===== src/rtl/inv_round_tail.sv =====
// inv_round_tail: AddRoundKey + InvMixColumns tail of one AES-128 inverse round, valid/ready on both sides.
// Define INV_MIX_PIPE2_EN for two register stages (latency 2); otherwise one stage (latency 1).
module inv_round_tail #(
  parameter int CNT_W = 16
) (
  input  logic             clk,
  input  logic             rst,
  input  logic             in_valid,
  output logic             in_ready,
  input  logic [127:0]     in_state,
  input  logic [127:0]     in_key,
  input  logic             in_last,
  output logic             out_valid,
  input  logic             out_ready,
  output logic [127:0]     out_state,
  output logic             out_last,
  output logic [CNT_W-1:0] blk_cnt
);

  function automatic logic [7:0] xtime(input logic [7:0] b);
    return {b[6:0], 1'b0} ^ (b[7] ? 8'h1b : 8'h00);
  endfunction

  // 0e = 8^4^2, 0b = 8^2^1, 0d = 8^4^1, 09 = 8^1, built from shared xtime chains
  function automatic logic [31:0] invMixCol(input logic [31:0] col);
    logic [7:0]  a  [4];
    logic [7:0]  x2 [4];
    logic [7:0]  x4 [4];
    logic [7:0]  x8 [4];
    logic [1:0]  i1, i2, i3;
    logic [31:0] res;
    for (int r = 0; r < 4; r++) begin
      a[r]  = col[8*r +: 8];
      x2[r] = xtime(a[r]);
      x4[r] = xtime(x2[r]);
      x8[r] = xtime(x4[r]);
    end
    res = '0;
    for (int r = 0; r < 4; r++) begin
      i1 = 2'(r + 1);
      i2 = 2'(r + 2);
      i3 = 2'(r + 3);
      res[8*r +: 8] = (x8[r]  ^ x4[r]  ^ x2[r])
                    ^ (x8[i1] ^ x2[i1] ^ a[i1])
                    ^ (x8[i2] ^ x4[i2] ^ a[i2])
                    ^ (x8[i3] ^ a[i3]);
    end
    return res;
  endfunction

  function automatic logic [127:0] invMix(input logic [127:0] s);
    logic [127:0] res;
    for (int c = 0; c < 4; c++) begin
      res[32*c +: 32] = invMixCol(s[32*c +: 32]);
    end
    return res;
  endfunction

  logic [127:0] w_add_key;
  logic         w_out_load;
  logic         w_stage_valid;
  logic [127:0] w_stage_result;
  logic         w_stage_last;

  logic               r_out_valid;
  logic [127:0]       r_out_state;
  logic               r_out_last;
  logic [CNT_W-1:0]   r_blk_cnt;

  assign w_add_key  = in_state ^ in_key;
  assign w_out_load = !r_out_valid || out_ready;

`ifdef INV_MIX_PIPE2_EN
  logic         r_s1_valid;
  logic [127:0] r_s1_state;
  logic         r_s1_last;
  logic         w_s1_load;

  assign w_s1_load = !r_s1_valid || w_out_load;
  assign in_ready  = w_s1_load;

  always_ff @(posedge clk or posedge rst) begin
    if (rst) begin
      r_s1_valid <= 1'b0;
      r_s1_state <= '0;
      r_s1_last  <= 1'b0;
    end else if (w_s1_load) begin
      r_s1_valid <= in_valid;
      if (in_valid) begin
        r_s1_state <= w_add_key;
        r_s1_last  <= in_last;
      end
    end
  end

  assign w_stage_valid  = r_s1_valid;
  assign w_stage_result = r_s1_last ? r_s1_state : invMix(r_s1_state);
  assign w_stage_last   = r_s1_last;
`else
  assign in_ready       = w_out_load;
  assign w_stage_valid  = in_valid;
  assign w_stage_result = in_last ? w_add_key : invMix(w_add_key);
  assign w_stage_last   = in_last;
`endif

  // Output data only changes on a load with valid data, so it holds under backpressure
  always_ff @(posedge clk or posedge rst) begin
    if (rst) begin
      r_out_valid <= 1'b0;
      r_out_state <= '0;
      r_out_last  <= 1'b0;
    end else if (w_out_load) begin
      r_out_valid <= w_stage_valid;
      if (w_stage_valid) begin
        r_out_state <= w_stage_result;
        r_out_last  <= w_stage_last;
      end
    end
  end

  always_ff @(posedge clk or posedge rst) begin
    if (rst) begin
      r_blk_cnt <= '0;
    end else if (r_out_valid && out_ready && r_out_last) begin
      r_blk_cnt <= r_blk_cnt + CNT_W'(1);
    end
  end

  assign out_valid = r_out_valid;
  assign out_state = r_out_state;
  assign out_last  = r_out_last;
  assign blk_cnt   = r_blk_cnt;

endmodule


===== config.mk =====
export PLATFORM = sky130hd
export DESIGN_NAME = inv_round_tail
export DESIGN_NICKNAME = d
export VERILOG_FILES = /design/src/rtl/inv_round_tail.sv
export SDC_FILE = /design/constraint.sdc
export NUM_CORES = 1
export LEC_CHECK = 0
export CORE_MARGIN = 4
export CORE_UTILIZATION = 33
export CTS_CLUSTER_SIZE = 30
export DETAILED_ROUTE_END_ITERATION = 8
export GPL_TIMING_DRIVEN = 0
export PLACE_DENSITY = 0.63
export SLEW_MARGIN = 15
export SYNTH_ARGS = -nofsm -noshare
export SYNTH_HDL_FRONTEND = slang
export SYNTH_SLANG_ARGS = --single-unit

===== constraint.sdc =====
create_clock -name clk -period 5.28 [get_ports clk]
set_input_delay 0.792 -clock clk [delete_from_list [all_inputs] [get_ports clk]]
set_output_delay 0.792 -clock clk [all_outputs]
set_load 0.02 [all_outputs]

==> run_results.csv <==
group,metric,value,unit
status,outcome,"finished clean",
setup_path,crit_path_start_kind,"input port",
cts,numCtsBuffers,17,
pwr,switchingPower,5.130,mW
placement,place.port_buffers,406,
die,rows,82,
cts,cts_hold_buf,0,
pwr,power,11.70,mW
logic_synthesis,synth_edf_count,0,
global_route,grt_pass1_wl,86.95,mm
pwr,cellPowerDensity,527.4,nW/um2
cells_and_area,syn_to_final_growth,33.10,%
cells_and_area,drive_above_1_share,5.677,%
hold_path,hold_path_class,"reg -> reg",
die,start_util,33.30,%
setup_path,crit_fanout,4,
die,die_w,232.8,um
pwr,netSwitchingFraction,43.83,%
pwr,p_leak,8.980,nW
pwr,vdd_ir_drop_max,251.9,uV
logic_synthesis,yosys.area.top_type_share,32.62,%
sta,max_slew.worst_pin.slew,1.133,ns
logic_synthesis,ys_seq_elements,146,
cells_and_area,diodes,0,
sta,min_period,3.670,ns
cts,htreeDepth,4,
global_route,grtUsageTotal,21.60,%
routing,first_iter_violations,799,
logic_synthesis,postSynthAreaPerCell,10.06,um2
global_route,grt_pass1_vias,13760,
setup_path,required,5.65,ns
cells_and_area,final_area,22190,um2
routing,dr.pass1.iters,5,
global_route,grt_antenna_before_repair,0,
routing,vias,13190,
logic_synthesis,synth_cells,1657,
job,cap_viol_max_count,0,
sta,fmax,272.5,MHz
logic_synthesis,ys_top_cells_by_area,"xnor2_1, dfrtp_1, xnor3_1, xor2_1, xnor2_2",
placement,dp.cells,2736,
routing,detail_route.wl_per_cell,21.43,um
die,ios,408,
sta,rsz0062_at_grt,"false",
sta,final_hold_viol_count,0,
pwr,seq_power_share,15.9,%
routing,detail_route.wirelength,59.31,mm
logic_synthesis,synthesis.nets,1919,
logic_synthesis,syn_area,16670,um2
placement,placed_cell_area,21610,um2
placement,dp_hpwl,48.30,mm
logic_synthesis,synth_flop_cell,"dfrtp_1",
routing,drc,0,
pwr,p_int,6.573,mW
cts,cts_buffer_depth,2,
cts,cts_tree,"built",
logic_synthesis,synth_warnings,0,
logic_synthesis,seq_area_frac_synth,21.91,%
sta,setup_viol_count_final,0,
cts,clk_latency,0.49,ns
die,die_y,232.8,um
logic_synthesis,synth_cell_type_count,39,
cells_and_area,layout_commonest_cell,"xnor2_1",
cts,cts_setup_buffers,0,
cts,ctsResizeCount,0,
cells_and_area,fillers,4886,
pwr,p_clk_share,10.6,%
cts,clk_transition_reported_paths,0.06,ns
sta,setup_ws,1.610,ns
setup_path,critPathKind,"in -> reg",
global_route,grt_overflow_total,0,
pwr,combinationalPowerShare,73.5,%
setup_path,r2r_cells,8,
sta,period_share,69.51,%
setup_path,endpoint_kind,"flop",
cts,cts_root_buf,"clkbuf_16",
sta,slew_headroom,23.91,%
placement,gp_congestion,0.9264,
cells_and_area,fin_cells,2768,
placement,dp_slack,1.157,ns
logic_synthesis,synth_top_cell_by_area,"xnor2_1",
logic_synthesis,ys_async_sr_fraction,100.0,%
global_route,grt_max_degree,84,
sta,drv_slew,0,
routing,vias_per_cell,4.763,
hold_path,hold_depth,2,
cells_and_area,mostFrequentLayoutCells,"xnor2_1, clkdlybuf4s50_1, nand2_1",
die,dieArea,54180,um2
die,core_area,50070,um2
sta,whs,0.4675,ns
cts,clock_sinks,146,
sta,skew,0.009231,ns
routing,antenna_left,0,
cells_and_area,nets,2345,
setup_path,worstPathArrival,4.04,ns
## registers in the layout (all words and copies together) (netlist names)
| signal | count |
|---|---|
| out_valid | 1 |
| out_last | 1 |
| out_state | 128 |
| blk_cnt | 16 |
## critical path: stages
cell             delay (ns)
clkdlybuf4s50_1        0.41
xnor2_1                0.65
xnor2_1                0.38
xnor2_1                0.62
xnor3_1                0.55
xnor3_1                0.40
o21ai_1                0.16
nand2_1                0.07
## power by group through the flow
| stage | Sequential, mW | Clock, mW | Combinational (mW) |
|---|---|---|---|
| global placement | 1.86 | 0 | 8.54 |
| detailed placement | 1.87 | 0 | 8.58 |
| CTS | 1.86 | 1.28 | 8.63 |
| global route | 1.92 | 1.32 | 9.16 |
| floorplan | 2.39 | 0 | 5.43 |
| finish | 1.86 | 1.24 | 8.60 |
## metrics by stage
step / util (%) / setup TNS (ns)
after detailed placement: 43.17 / 0
after CTS: 44.32 / 0
after floorplan: - / 0
after global routing: 44.32 / 0
after global placement: 43.10 / -271.36
final: 44.32 / 0
## synth_stat cells (all sizes together) (3+ instances only)
| cell | number |
|---|---|
| xnor2 | 685 |
| dfrtp | 146 |
| nand2 | 234 |
| mux2i | 4 |
| clkbuf | 55 |
| xor3 | 16 |
| o21ai | 172 |
| mux2 | 6 |
| nor2 | 14 |
| nand2b | 3 |
| nand3 | 5 |
| a21oi | 60 |
| xor2 | 125 |
| a22oi | 9 |
| xnor3 | 97 |
| inv | 3 |
| and3 | 3 |
## cell families after synthesis
logic type	Yosys count	synth area share, %
mux	10	0.6454
simple gates	269	6.364
compound gates	248	7.707
buf+inv	60	1.358
xor+xnor	923	61.94
flops	146	21.91
fa+ha+maj	1	0.07503
## per-layer routing
layer / share of wire [%] / global-route usage [%]
met1: 42 / 27.52
met2: 48 / 36.13
met3: 6.9 / 5.313
met4: 2.6 / 6.799
met5: 0 / 0
## area by class of cell
type	instances	area [um2]	area share [%]
multi-input combinational	1451	12790	57.65
timing repair buffer	407	4091	18.44
clock buffer	19	452.9	2.041
inverter	3	18.77	0.08458
buffer	57	215.2	0.9698
sequential	146	3654	16.46
tap	672	840.8	3.789
clock inverter	13	125.1	0.5639
## path summary, 6_finish.rpt
| check | from | to | slack, ns |
|---|---|---|---|
| max | in_key[121] | out_state[108]$_DFFE_PP0P_ | 1.61 |
| min | out_state[45]$_DFFE_PP0P_ | out_state[45]$_DFFE_PP0P_ | 0.47 |
| max reg2reg | out_valid$_DFFE_PP0N_ | out_state[55]$_DFFE_PP0P_ | 2.47 |
| min reg2reg | out_state[45]$_DFFE_PP0P_ | out_state[45]$_DFFE_PP0P_ | 0.47 |
| max in group asynchronous | rst | out_state[24]$_DFFE_PP0P_ | 3.69 |
| min in group asynchronous | rst | out_state[69]$_DFFE_PP0P_ | 0.75 |
Power figures use the tool's default switching activity.
